`src/rtl/eq_pkg.sv`:
```
// Shared types and constants for the equaliser index counters.
package eq_pkg;

    typedef enum logic [1:0] {
        IDLE = 2'd0,
        RUN  = 2'd1,
        DONE = 2'd2
    } cnt_state_e;

    localparam logic CNT_UP   = 1'b1;
    localparam logic CNT_DOWN = 1'b0;

endpackage

```
`src/rtl/mod_counter_step.sv`:
```
// Combinational next-value logic for a modulo counter: step, wrap/saturate,
// terminal detect and load clamp. Reused by the equaliser address generators.
module mod_counter_step
    import eq_pkg::*;
#(
    parameter int WIDTH    = 6,
    parameter int MODULO   = 64,
    parameter int SATURATE = 0
) (
    input  logic [WIDTH-1:0] count,
    input  logic             up_down,
    input  logic [WIDTH-1:0] load_value,
    output logic [WIDTH-1:0] step_value,
    output logic [WIDTH-1:0] load_clamped,
    output logic             at_terminal,
    output logic             wraps
);

    // One extra bit so MODULO = 2^WIDTH still compares correctly.
    localparam logic [WIDTH:0] LAST = (WIDTH+1)'(MODULO - 1);
    localparam logic [WIDTH:0] ONE  = (WIDTH+1)'(1);

    logic [WIDTH:0] cnt_ext;
    logic [WIDTH:0] term;
    logic [WIDTH:0] nxt;
    logic [WIDTH:0] lv_ext;

    always_comb begin
        cnt_ext     = {1'b0, count};
        lv_ext      = {1'b0, load_value};
        term        = (up_down == CNT_UP) ? LAST : '0;
        at_terminal = (cnt_ext == term);
        wraps       = at_terminal && (SATURATE == 0);
        nxt         = cnt_ext;
        if (!at_terminal) begin
            nxt = (up_down == CNT_UP) ? (cnt_ext + ONE) : (cnt_ext - ONE);
        end else if (SATURATE == 0) begin
            nxt = (up_down == CNT_UP) ? '0 : LAST;
        end
        step_value   = nxt[WIDTH-1:0];
        load_clamped = (lv_ext > LAST) ? LAST[WIDTH-1:0] : load_value;
    end

endmodule

```
`src/rtl/mod_counter.sv`:
```
// Parametrised modulo counter with up/down, load/clear, wrap or saturate,
// and a one-shot sweep handshake framing per-sample equaliser processing.
//
//   state | meaning
//   IDLE  | one-shot counting frozen; waits for start
//   RUN   | sweep in progress, counts on enabled cycles (busy=1)
//   DONE  | sweep finished, done=1 for one cycle
module mod_counter
    import eq_pkg::*;
#(
    parameter int WIDTH       = 6,
    parameter int MODULO      = 64,
    parameter int RESET_VALUE = 0,
    parameter int SATURATE    = 0
) (
    input  logic             clk,
    input  logic             rst,
    input  logic             clk_enable,
    input  logic             one_shot,
    input  logic             start,
    input  logic             up_down,
    input  logic             clear,
    input  logic             load,
    input  logic [WIDTH-1:0] load_value,
    output logic [WIDTH-1:0] current_count,
    output logic             wrap_pulse,
    output logic             busy,
    output logic             done
);

    localparam logic [WIDTH-1:0] RST_VAL = WIDTH'(RESET_VALUE);

    cnt_state_e       state;
    cnt_state_e       state_nxt;
    logic [WIDTH-1:0] count_nxt;
    logic [WIDTH-1:0] step_value;
    logic [WIDTH-1:0] load_clamped;
    logic             at_terminal;
    logic             wraps;
    logic             step_en;
    logic             wrap_nxt;

    mod_counter_step #(
        .WIDTH    (WIDTH),
        .MODULO   (MODULO),
        .SATURATE (SATURATE)
    ) u_step (
        .count        (current_count),
        .up_down      (up_down),
        .load_value   (load_value),
        .step_value   (step_value),
        .load_clamped (load_clamped),
        .at_terminal  (at_terminal),
        .wraps        (wraps)
    );

    always_comb begin
        state_nxt = state;
        count_nxt = current_count;
        wrap_nxt  = 1'b0;
        step_en   = clk_enable && (!one_shot || (state == RUN));
        if (clear) begin
            count_nxt = RST_VAL;
            state_nxt = IDLE;
        end else begin
            if (load) begin
                count_nxt = load_clamped;
            end else if (step_en) begin
                count_nxt = step_value;
                wrap_nxt  = wraps;
            end
            // A load cycle takes no step, so it cannot end a sweep.
            case (state)
                IDLE: if (one_shot && start) state_nxt = RUN;
                RUN: begin
                    if (!one_shot) begin
                        state_nxt = IDLE;
                    end else if (!load && step_en && at_terminal) begin
                        state_nxt = DONE;
                    end
                end
                DONE:    state_nxt = IDLE;
                default: state_nxt = IDLE;
            endcase
        end
    end

    always_ff @(posedge clk or negedge rst) begin
        if (!rst) begin
            state         <= IDLE;
            current_count <= RST_VAL;
            wrap_pulse    <= 1'b0;
            busy          <= 1'b0;
            done          <= 1'b0;
        end else begin
            state         <= state_nxt;
            current_count <= count_nxt;
            wrap_pulse    <= wrap_nxt;
            busy          <= (state_nxt == RUN);
            done          <= (state_nxt == DONE);
        end
    end

endmodule
```
`config.mk`:
```
export PLATFORM = sky130hd
export DESIGN_NAME = mod_counter
export DESIGN_NICKNAME = d
export VERILOG_FILES = /design/src/rtl/eq_pkg.sv /design/src/rtl/mod_counter_step.sv /design/src/rtl/mod_counter.sv
export SDC_FILE = /design/constraint.sdc
export NUM_CORES = 1
export LEC_CHECK = 0
export ABC_AREA = 1
export BUFFER_PORTS_ARGS = -buffer_cell sky130_fd_sc_hd__buf_2
export CAP_MARGIN = 25
export CORE_MARGIN = 2
export CORE_UTILIZATION = 44
export DETAILED_ROUTE_END_ITERATION = 10
export PLACE_DENSITY = 0.72
export SYNTH_ARGS = -nofsm -noshare
export SYNTH_HDL_FRONTEND = slang
export SYNTH_SLANG_ARGS = --single-unit
export TNS_END_PERCENT = 30
```
`constraint.sdc`:
```
create_clock -name clk -period 1.57 [get_ports clk]
set_input_delay 0.314 -clock clk [delete_from_list [all_inputs] [get_ports clk]]
set_output_delay 0.314 -clock clk [all_outputs]
set_load 0.01 [all_outputs]
```
==> impl_metrics.csv <==
group,metric,value,unit
outcome,status,"finished clean",
global_route,grt_util_met2,28.89,%
timing,slew_viol_final,0,
place,gp_congestion,0.9522,
logic_synthesis,synthMuxAreaShare,0,%
timing,setup_violations,0,
routing,first_pass_iters,4,
power,power_density,783.0,nW/um^2
finish,layout-drive-gt1-share,39.44,%
finish,nets,162,
floorplan,top_level_ports,23,
logic_synthesis,ys.flop_type,"dfrtp_1",
logic_synthesis,synth.most_common_cell,"nand2_1",
logic_synthesis,synth_commonest_cells,"nand2_1, inv_1, nor2_1",
global_route,use_met1,27.36,%
setup_path,cp.required,1.72,ns
setup_path,setup.worst_path.class,"register to register",
logic_synthesis,syn_nets,128,
setup_path,crit_path_start,"current_count[2]",
logic_synthesis,synth_area_leaders,"dfrtp_1, nand2_1, ha_1",
global_route,grt.overflow.total,0,
floorplan,rows,15,
timing,fin_ws,0.05441,ns
routing,drcViolationCount,0,
power,p_leak,0.5606,nW
place,dp_hpwl,1547,microns
run,cap_viol_max_count,0,
global_route,antenna_found_initial,0,
global_route,grt_usage,19.27,%
place,placed_cell_area,940.9,sq um
clock_tree,cts-root-buf,"clkbuf_4",
logic_synthesis,async_flop_share,100.0,%
timing,finClkSkew,0.004573,ns
routing,drt-total-wl,2106,microns
logic_synthesis,syn_inst,109,
floorplan,die_w,45.96,microns
global_route,top_usage_layer,"met2",
setup_path,cp.arrival,1.67,ns
clock_tree,htree_num_levels,1,
clock_tree,path_clk_slew,0.07,ns
timing,rsz0062_at_grt,"true",
finish,diodes,0,
global_route,grt_pass1_vias,642,
floorplan,die_y,45.96,microns
global_route,grtUsageMet3,2.381,%
setup_path,cp_max_fo,6,
place,numPortBuffers,22,
setup_path,critical_path.startpoint_type,"register",
routing,dr.first_iter.drc_count,22,
timing,tightest_slew,0.3737,ns
logic_synthesis,yosysUniqueCellTypes,21,
logic_synthesis,synthAdderAreaFrac,9.047,%
logic_synthesis,synth_seq_cells,11,
timing,hold_ws,0.3258,ns
timing,relSlewSlack,75.06,%
timing,fin_crit_sh,96.53,%
setup_path,endpoint_kind,"register",
routing,route.vias.total,824,
setup_path,r2r-start,"current_count[2]",
logic_synthesis,synth_top_family_by_area,"simple AND/OR/NAND/NOR gates",
clock_tree,clkLatencyLatePin,0.27,ns
clock_tree,cts_buffer_depth,2,
floorplan,die-area,2112,sq um
routing,drtAntennaViolNets,0,
min_path,hp-class,"primary input to register",
logic_synthesis,synth_edf_count,0,
logic_synthesis,synth.largest_area_cell,"dfrtp_1",
logic_synthesis,synthXorXnorAreaFrac,1.131,%
logic_synthesis,synth_compound_area_share,10.18,%
logic_synthesis,syn_area,774.5,sq um
logic_synthesis,ys_warn_count,0,
clock_tree,cts.sinks,11,
finish,syn2layout_area_growth,37.64,%
min_path,hp-start,"clear",
floorplan,floorplan.initialDensity,45.85,%
routing,routedWlPerCell,13.25,microns
clock_tree,numCtsBuffers,3,
global_route,grt_pass1_wl,2842,microns
logic_synthesis,synth_top_cell_area_share,35.54,%
routing,vias_per_cell,5.182,
logic_synthesis,syn_area_per_cell,7.105,sq um
logic_synthesis,synth-simple-area-share,36.83,%
timing,fmax,659.8,MHz
power,ir_worst_vdd,0.5141,mV
timing,final_hold_viol_count,0,
global_route,grt_max_degree,12,
clock_tree,cts_tree,"built",
finish,fin_area,1066,sq um
place,pre_cts_slack,-0.1626,ns
logic_synthesis,synth_seq_area_share,35.54,%
floorplan,core,1689,sq um
timing,min_period,1.516,ns
-- stage by stage --
stage	power, mW	TNS (ns)	instances	util [%]
5_1_grt	0.8858	-0.04950	159	63.11
3_5_place_dp	0.5862	-0.8836	152	55.70
6_report	0.8347	0	159	63.11
4_1_cts	0.7890	0	157	58.89
2_1_floorplan	0.4862	0	109	-
3_3_place_gp	0.5864	-0.3483	152	55.70
-- kinds of logic after synthesis --
family | count (synthesis)
adder cells (fa/ha/maj) | 5
AND/OR/NAND/NOR | 63
XOR/XNOR | 1
buffers and inverters | 15
flip-flops | 11
AO/OA/AOI/OAI | 14
-- worst max-delay path: stages, from the launching register on --
cell     delay [ns]
dfrtp_1        0.42
ha_4           0.30
nand2_2        0.08
nor2_2         0.11
nand2_2        0.11
nand2_2        0.10
nand3_4        0.09
nand2_2        0.10
a21oi_1        0.07
-- sequential cells by signal, indices dropped and copies added, names as in the netlist --
signal         flops
state              2
current_count      6
wrap_pulse         1
done               1
busy               1
-- what timing repair did --
item | in CTS | in global routing
endpoints found under the setup margin | 3 | 6
cloned | 0 | 0
pin swaps | 0 | 6
hold buffers | 1 | 0
endpoints found under the hold margin | 11 | 0
gates resized for setup | 2 | 12
buffers inserted | 0 | 2
-- cell usage in the layout (no fill, tap or decap), types with 2 or more instances in the layout --
cell type and n:
dfrtp_1 9, nand2_1 29, dfrtp_2 2, nand2_2 5, buf_4 7, nor3_2 2, o21ai_0 4, nand3_1 5
inv_2 3, clkbuf_4 3, inv_1 11, nor2_1 11, ha_4 3, a21oi_1 6, o21ai_1 2, nand4_1 3
buf_2 22, nor2_2 4
-- path summary, 6_finish.rpt --
kind | slack (ns) | to | cells after the start
max | 0.05 | busy | 8
min | 0.33 | state[1] | 2
max reg2reg | 0.05 | busy | 8
min reg2reg | 0.56 | current_count[5] | 2
max in group asynchronous | 0.90 | current_count[3] | 2
min in group asynchronous | 0.45 | current_count[0] | 2
-- routing by layer --
metal	share of wire, %	wire length [microns]
met2	49	1025
met5	0	0
met1	48	1009
met3	1.8	37
met4	1.6	34
-- cell type report --
type | count | area (sq um)
fillers | 155 | 623.1
multi-input cells | 83 | 515.5
flip-flops and latches | 11 | 277.8
repair buffers | 30 | 172.7
inverters | 14 | 52.55
clock buffers | 4 | 26.28
well taps | 17 | 21.27
-- where the power goes --
| group | switching [mW] | internal (mW) | leakage [nW] | total, mW |
|---|---|---|---|---|
| registers | 0.0216 | 0.303 | 0.144 | 0.325 |
| logic | 0.171 | 0.143 | 0.401 | 0.314 |
| clock network | 0.0975 | 0.0983 | 0.0150 | 0.196 |
| total | 0.290 | 0.545 | 0.561 | 0.835 |
Note: power is estimated with default switching activity, not from simulation.
